`src/rtl/irq_pkg.sv`:
```
// Shared types for the interrupt synchronizer/arbiter.
// Holds the FSM encoding and the default source count.
package irq_pkg;

  localparam int NUM_SRC_DEF = 4;

  typedef enum logic [1:0] {
    IDLE    = 2'd0,
    GRANT   = 2'd1,
    RELEASE = 2'd2
  } state_e;

endpackage

```
`src/rtl/irq_sync_arbiter_rr_pick.sv`:
```
// Round-robin search: first set bit of elig strictly after ptr,
// wrapping from NUM_SRC-1 back to 0.
module rr_pick #(
  parameter int NUM_SRC = 4,
  parameter int ID_W    = $clog2(NUM_SRC)
) (
  input  logic [NUM_SRC-1:0] elig,
  input  logic [ID_W-1:0]    ptr,
  output logic               found,
  output logic [ID_W-1:0]    idx
);

  logic [ID_W-1:0] k;

  always_comb begin
    found = 1'b0;
    idx   = '0;
    k     = '0;
    for (int i = 1; i <= NUM_SRC; i++) begin
      k = ID_W'((int'(ptr) + i) % NUM_SRC);
      if (!found && elig[k]) begin
        found = 1'b1;
        idx   = k;
      end
    end
  end

endmodule

```
`src/rtl/sync_low.sv`:
```
// Two-flop synchronizer for one asynchronous level.
// Both flops clear on reset.
module sync_low (
  input  logic clk,
  input  logic n_rst,
  input  logic async_in,
  output logic sync_out
);

  logic meta_q;
  logic sync_q;

  always_ff @(posedge clk or negedge n_rst) begin
    if (!n_rst) begin
      meta_q <= 1'b0;
      sync_q <= 1'b0;
    end else begin
      meta_q <= async_in;
      sync_q <= meta_q;
    end
  end

  assign sync_out = sync_q;

endmodule

```
`src/rtl/irq_sync_arbiter.sv`:
```
// Synchronizes async request lines, latches rising edges as
// pending and grants one eligible source at a time round-robin.
module irq_sync_arbiter
  import irq_pkg::*;
#(
  parameter int NUM_SRC = NUM_SRC_DEF,
  parameter int ID_W    = $clog2(NUM_SRC)
) (
  input  logic               clk,
  input  logic               n_rst,
  input  logic [NUM_SRC-1:0] async_req,
  input  logic [NUM_SRC-1:0] mask,
  input  logic               irq_ack,
  output logic               irq_valid,
  output logic [ID_W-1:0]    irq_id,
  output logic [NUM_SRC-1:0] pending
);

  logic [NUM_SRC-1:0] sync;
  logic [NUM_SRC-1:0] sync_d_q, sync_d_d;
  logic [NUM_SRC-1:0] pending_q, pending_d;
  logic [NUM_SRC-1:0] rise, clr, elig;
  state_e             state_q, state_d;
  logic [ID_W-1:0]    ptr_q, ptr_d;
  logic [ID_W-1:0]    id_q, id_d;
  logic               valid_q, valid_d;
  logic               found;
  logic [ID_W-1:0]    pick;

  for (genvar g = 0; g < NUM_SRC; g++) begin : g_sync
    sync_low u_sync (
      .clk      (clk),
      .n_rst    (n_rst),
      .async_in (async_req[g]),
      .sync_out (sync[g])
    );
  end

  assign elig = pending_q & mask;

  rr_pick #(
    .NUM_SRC (NUM_SRC),
    .ID_W    (ID_W)
  ) u_pick (
    .elig  (elig),
    .ptr   (ptr_q),
    .found (found),
    .idx   (pick)
  );

  always_comb begin
    sync_d_d = sync;
    rise     = sync & ~sync_d_q;
    clr      = '0;
    state_d  = state_q;
    ptr_d    = ptr_q;
    id_d     = id_q;
    valid_d  = valid_q;
    unique case (state_q)
      IDLE: begin
        if (found) begin
          id_d    = pick;
          valid_d = 1'b1;
          state_d = GRANT;
        end
      end
      GRANT: begin
        if (irq_ack) begin
          clr[id_q] = 1'b1;
          ptr_d     = id_q;
          valid_d   = 1'b0;
          state_d   = RELEASE;
        end
      end
      RELEASE: state_d = IDLE;
      default: begin
        valid_d = 1'b0;
        state_d = IDLE;
      end
    endcase
    // a new edge on the acked source wins over the clear
    pending_d = (pending_q & ~clr) | rise;
  end

  always_ff @(posedge clk or negedge n_rst) begin
    if (!n_rst) begin
      sync_d_q  <= '0;
      pending_q <= '0;
      state_q   <= IDLE;
      ptr_q     <= ID_W'(NUM_SRC - 1);
      id_q      <= '0;
      valid_q   <= 1'b0;
    end else begin
      sync_d_q  <= sync_d_d;
      pending_q <= pending_d;
      state_q   <= state_d;
      ptr_q     <= ptr_d;
      id_q      <= id_d;
      valid_q   <= valid_d;
    end
  end

  assign irq_valid = valid_q;
  assign irq_id    = id_q;
  assign pending   = pending_q;

endmodule

```
`config.mk`:
```
export PLATFORM = sky130hd
export DESIGN_NAME = irq_sync_arbiter
export DESIGN_NICKNAME = d
export VERILOG_FILES = /design/src/rtl/irq_pkg.sv /design/src/rtl/irq_sync_arbiter_rr_pick.sv /design/src/rtl/sync_low.sv /design/src/rtl/irq_sync_arbiter.sv
export SDC_FILE = /design/constraint.sdc
export NUM_CORES = 1
export LEC_CHECK = 0
export BUFFER_PORTS_ARGS = -buffer_cell sky130_fd_sc_hd__buf_2
export CAP_MARGIN = 20
export CORE_MARGIN = 10
export CORE_UTILIZATION = 54
export DETAILED_ROUTE_END_ITERATION = 10
export PLACE_DENSITY = 0.88
export SYNTH_ARGS = -nofsm -noshare
export SYNTH_HDL_FRONTEND = slang
export SYNTH_SLANG_ARGS = --single-unit
export TNS_END_PERCENT = 30
```
`constraint.sdc`:
```
create_clock -name clk -period 2.5 [get_ports clk]
set_clock_uncertainty 0.1 [all_clocks]
set_input_delay 0.375 -clock clk [delete_from_list [all_inputs] [get_ports clk]]
set_output_delay 0.375 -clock clk [all_outputs]
set_load 0.1 [all_outputs]
```
==> impl_metrics.tcl, run 1 <==
set metrics [dict create \
    finalNetCount 99 \
    cts_max_level 1 \
    io_pins 18 \
    cts_root_buffer "clkbuf_4" \
    drt_iter0_markers 9 \
    drc 0 \
    syn-num-nets 76 \
    synth_cell_type_count 21 \
    synthFlopType "dfrtp_1" \
    dr.pass1.iters 4 \
    hpwl_um 1160 \
    whs_path_depth 1 \
    cp_cell_sequence "buf_2" \
    wl_per_cell_um 14.4 \
    antenna_cells 0 \
    relSlewSlack 0.680 \
    end_kind "output pin" \
    synth_top_area_frac 0.630 \
    worst_pin_slew_ps 480 \
    finalSetupTns_ps 0 \
    status "finished clean" \
    final_layout_size_suffix_gt1_frac 0.310 \
    routed-via-count 561 \
    hold_viol_final 0 \
    crit_cells 1 \
    grt_use_total 0.0878 \
    fin_crit_ps 1690 \
    cts_sinks 23 \
    hold_path_class "input pin to register" \
    async_flop_share 1.00 \
    crit_type "register to output pin" \
    cp_data_required_time_ps 2030 \
    grt_pass1_wl_um 2420 \
    synth_seq_area_share 0.693 \
    reg2reg_from "pending[0]" \
    areaGrowthSynthToFinish_pct 16.9 \
    arrival_ps 1220 \
    fin_cells 103 \
    dp_cells 98 \
    vias_per_cell 5.45 \
    crit_family "buffers and inverters" \
    gp_congestion 0.857 \
    drv_slew 0 \
    io_buffers 17 \
    core_area_mm2 0.00149 \
    cpPeakStageDelay_ps 470 \
    die_h_um 59.3 \
    reg2reg_slack_ps 980 \
    clk_path_buf_depth 2 \
    drv_cap 0 \
    synthCells 65 \
    drt_wl_total_um 1490 \
    syn_area_um2 835 \
    finalSetupViolCount 0 \
    synthTopCellsByArea "dfrtp_1 (63%), dfstp_2 (6.3%), o21ai_0 (4.8%)" \
    die_area_mm2 0.00352 \
    synth_edf_count 0 \
    cts_tree "built" \
    rr_endpoint "irq_id[1]" \
    path_buf_inv 1 \
    synth_seq_cells 23 \
    initial_core_util 0.561 \
    grt_max_degree 24 \
    ant_nets 0 \
    hold_end "g_sync[2].u_sync.meta_q" \
    grt_pass1_vias 566 \
    clk_pin_slew_ps 110 \
    cts_buffers 3 \
    critPathMaxFanout 5 \
    timing.final.crit_share 0.677 \
    cts_resized 0 \
    rsz0062_at_grt "no" \
    fmax_mhz 591 \
    cp-start-kind "register" \
    r2r_cells 3 \
    antenna_found_initial 0 \
    gr-total-overflow 0 \
    clkLatencyLatePin_ps 290 \
    ys.warnings.count 0 \
    hold_start "async_req[2]" \
    crit_slowest_cell "buf_2" \
    die_w_um 59.3 \
    postSynthAreaPerCell_um2 12.8 \
    yosysTopAreaCell "dfrtp_1" \
    num_rows 14 \
]
worst reg2reg max path: stages, from the launching register on:
cell and delay [ps]:
dfrtp_1 460, a22oi_2 110, a311oi_4 420, mux2_4 330
cells in the mapped netlist, types with 2 or more instances:
cell	count
dfrtp_1	21
dfstp_2	2
inv_1	5
nand2_1	9
nor2_1	3
o21ai_0	8
o31ai_1	3
flip-flops by register name, summed over array words and instances, names as in the netlist:
name                    cells
sync_d_q                    4
g_sync.u_sync.meta_q        4
ptr_q                       2
irq_valid                   1
g_sync.u_sync.sync_out      4
irq_id                      2
pending                     4
state_q                     2
worst max-delay path by stage:
stage	slack [ps]	endpoint	start
after floorplan	350	irq_id[1]	pending[3]
after global placement	980	irq_id[1]	mask[2]
after detailed placement	940	irq_id[1]	mask[2]
after CTS	800	pending[0]	pending[0]
after global routing	760	irq_id[1]	irq_id[1]
final	810	pending[0]	pending[0]
per-layer routing:
metal | wire length [um] | GRT usage | vias to the layer above
met5 | 0 | 0 | -
met4 | 8 | 0.0393 | 0
met3 | 120 | 0.0300 | 2
met2 | 724 | 0.156 | 17
met1 | 632 | 0.0896 | 272
li1 | - | - | 270
cell type report:
type                            count  area [um^2]
Timing Repair Buffer               18         95.1
Fill cell                         111          513
Inverter                            6         22.5
Sequential cell                    23          578
Tap cell                           16         20.0
Multi-Input combinational cell     36          234
Clock buffer                        4         26.3
cells in the final DEF, fill, tap and decap left out, drive strengths merged:
cell / n
clkbuf: 4
a2bb2oi: 1
a22oi: 1
a21o: 1
dfstp: 2
a221oi: 1
o31ai: 3
and2: 1
dlygate4sd3: 1
nor3: 1
a31oi: 1
o221ai: 1
o21ai: 8
dfrtp: 21
nor2: 3
o21a: 1
nand2: 9
nand3b: 1
a21oi: 1
buf: 17
mux2: 1
a311oi: 1
inv: 6
per-stage QoR:
stage / util / hold slack (ps) / instance area (um^2) / worst slack, ps
final: 0.655 / 77.2 / 976 / 807
after detailed placement: 0.631 / 244 / 940 / 940
after CTS: 0.655 / 67.7 / 976 / 804
after floorplan: - / -20.6 / 835 / 354
after global placement: 0.631 / 232 / 940 / 981
after global routing: 0.655 / 55.7 / 976 / 755
timing repair:
| action | 4_1_cts | 5_1_grt |
|---|---|---|
| setup buffers | 0 | 0 |
| hold buffers | 1 | 0 |
| endpoints found under the hold margin | 21 | 0 |
cells by family after synthesis:
logic type / after synthesis / share of synthesized area
and+or+nand+nor: 15 / 0.0765
AOI/OAI and AO/OA: 20 / 0.186
muxes: 1 / 0.0180
buffers and inverters: 6 / 0.0270
DFF: 23 / 0.693
Power of run 1 is not shown: default switching activity piles up to over one toggle a cycle in this logic, so the estimate is an artifact.
==> run 2: changes to the inputs <==
ABC_AREA = 1   (was not set)
CORE_UTILIZATION = 48   (was 54)
PLACE_DENSITY = 0.82   (was 0.88)
clock period = 1.4 ns   (was 2.5 ns; I/O delays follow)
==> run 2 against run 1 <==
Against the previous run: sequential share of layout area decreased by 22 points; utilization grew 13 points; worst setup slack lost 1100 ps; synthesized cell count increased by 89%; design area is 62% higher; register-to-register slack worse by 1300 ps; the run now ends with negative setup slack left; worst hold slack got worse by 55 ps; non-clock buffer count up 23.
==> impl_metrics.tcl, run 2 <==
set metrics [dict create \
    status "finished, violations left" \
    violations "negative setup slack" \
    ant_nets 0 \
    finalSetupViolCount 8 \
    power_density_mw_per_mm2 2710 \
    cts_buffers 3 \
    post-route-util 0.783 \
    crit_family "simple AND/OR/NAND/NOR gates" \
    initial_core_util 0.520 \
    hpwl_um 1990 \
    syn-num-nets 134 \
    drc 0 \
    hold_path_class "input pin to register" \
    synth_most_common_cell "nand2_1" \
    grtUsageMet3 0.0301 \
    io_buffers 17 \
    reg2reg_slack_ps -340 \
    gp_congestion 0.800 \
    path_buf_inv 2 \
    synth_top_area_frac 0.499 \
    rsz0062_at_grt "yes" \
    cts_sinks 23 \
    dr.pass1.iters 4 \
    wl_per_cell_um 14.5 \
    arrival_ps 1850 \
    vias_per_cell 5.02 \
    synthCells 123 \
    io_pins 18 \
    vdd_drop_max_mv 2.15 \
    clk_pin_slew_ps 120 \
    die_area_mm2 0.00446 \
    hold_start "irq_ack" \
    crit_slowest_cell "dfstp_2" \
    end_kind "register" \
    grt_pass1_wl_um 4510 \
    synth_edf_count 0 \
    final_common_cell "nand2_1" \
    die_h_um 66.8 \
    timing.final.crit_share 1.24 \
    cp_cell_sequence "buf_6 -> nand2_2 -> nand2_4 -> nand2_2 -> nand2_2 -> nand3_2 -> nand2_4 -> inv_1 -> nand2_1 -> nand2_1" \
    drv_cap 0 \
    worst_pin_slew_ps 481 \
    async_flop_share 1.00 \
    nFillCells 119 \
    synth_cell_type_count 19 \
    whs_ps 21.8 \
    syn_area_mm2 0.00105 \
    grt_max_degree 24 \
    grt_pass1_vias 1015 \
    grt_use_total 0.130 \
    cp_data_required_time_ps 1510 \
    synth_seq_area_share 0.549 \
    synthFlopType "dfrtp_1" \
    cpPeakStageDelay_ps 660 \
    crit_type "register to register" \
    layout_common_cells "nand2_1 (38), dfrtp_1 (17), nand2_2 (16)" \
    cts_root_buffer "clkbuf_4" \
    setup_slack_ps -338 \
    fin_crit_ps 1740 \
    grt_use_met1 0.138 \
    postSynthAreaPerCell_um2 8.55 \
    areaGrowthSynthToFinish_pct 50.5 \
    routed-via-count 973 \
    synthTopCellsByArea "dfrtp_1 (50%), nand2_1 (17%), o21ai_0 (5.2%)" \
    use_met2 0.237 \
    rr_endpoint "irq_id[1]" \
    yosysTopAreaCell "dfrtp_1" \
    critPathMostFrequentCell "nand2_2" \
    cts_tree "built" \
    critPathMaxFanout 6 \
    synth_seq_cells 23 \
    ys.warnings.count 0 \
    finalNetCount 179 \
    gr-total-overflow 0 \
    num_rows 16 \
    clkLatencyLatePin_ps 310 \
    cp-start-kind "register" \
    leakage_nw 0.800 \
    antenna_cells 0 \
    hold_end "state_q[0]" \
    drv_slew 0 \
    fmax_mhz 575 \
    busiest_layer "met2" \
    crit_cells 10 \
    dpl_worst_slack_ps -266 \
    drt_wl_total_um 2810 \
    final_layout_size_suffix_gt1_frac 0.443 \
    synthTopCellsByCount "nand2_1 (49), dfrtp_1 (21), o21ai_0 (11)" \
    core_area_mm2 0.00202 \
    drt_iter0_markers 88 \
    hold_viol_final 0 \
    whs_path_depth 2 \
    relSlewSlack 0.679 \
    clk_path_buf_depth 2 \
    antenna_found_initial 0 \
    r2r_cells 10 \
    reg2reg_from "ptr_q[0]" \
    die_w_um 66.8 \
    cts_max_level 1 \
]
run 2: cell type report:
class / instances / area [um^2] / share of cell area
clock buffers: 4 / 26.3 / 0.0166
inverters: 11 / 48.8 / 0.0308
multi-input cells: 88 / 477 / 0.301
flip-flops and latches: 23 / 593 / 0.374
well taps: 27 / 33.8 / 0.0213
repair buffers: 41 / 405 / 0.256
run 2: stage by stage:
stage	area [um^2]	TNS (ps)	total power (W)	std cells
3_5_place_dp	1420	-917	0.00366	180
6_report	1580	-1160	0.00429	194
2_1_floorplan	1100	-1120	0.00269	123
4_1_cts	1530	-996	0.00407	190
3_3_place_gp	1420	-666	0.00356	180
5_1_grt	1580	-2030	0.00455	194
run 2: timing repair:
action	4_1_cts	5_1_grt
endpoints found under the setup margin	8	12
buffers inserted	1	4
resized for setup	8	7
pin swaps	1	1
hold endpoints to repair	25	0
hold buffers	5	0
run 2: per-layer routing:
layer | up-vias | wire length, um
li1 | 477 | -
met1 | 461 | 1100
met2 | 29 | 1520
met3 | 6 | 134
met4 | 0 | 51
met5 | - | 0
run 2: worst reg2reg max path: stages (launching register included):
cell and delay (ps):
dfstp_2 660, buf_6 150, nand2_2 80, nand2_4 90, nand2_2 60, nand2_2 100
nand3_2 100, nand2_4 100, inv_1 60, nand2_1 70, nand2_1 70
run 2: worst max-delay path by stage:
stage                     from   endpoint  slack (ps)
detailed placement    ptr_q[0]  irq_id[1]        -270
global route          ptr_q[0]  irq_id[1]        -470
CTS                   ptr_q[0]  irq_id[1]        -250
global placement      ptr_q[0]  irq_id[1]        -210
finish                ptr_q[0]  irq_id[1]        -340
floorplan           pending[2]  irq_id[1]        -180
run 2: where the power goes:
part,switching [W],internal (W)
combinational,0.00176,0.00114
clock,0.000190,0.000111
sequential,0.000219,0.000872
total,0.00217,0.00212
run 2: kinds of logic after synthesis:
| group | synth area share |
|---|---|
| flip-flops | 0.549 |
| AND/OR/NAND/NOR | 0.325 |
| AO/OA/AOI/OAI | 0.0690 |
| buffers and inverters | 0.0571 |
Power figures use the tool's default switching activity.
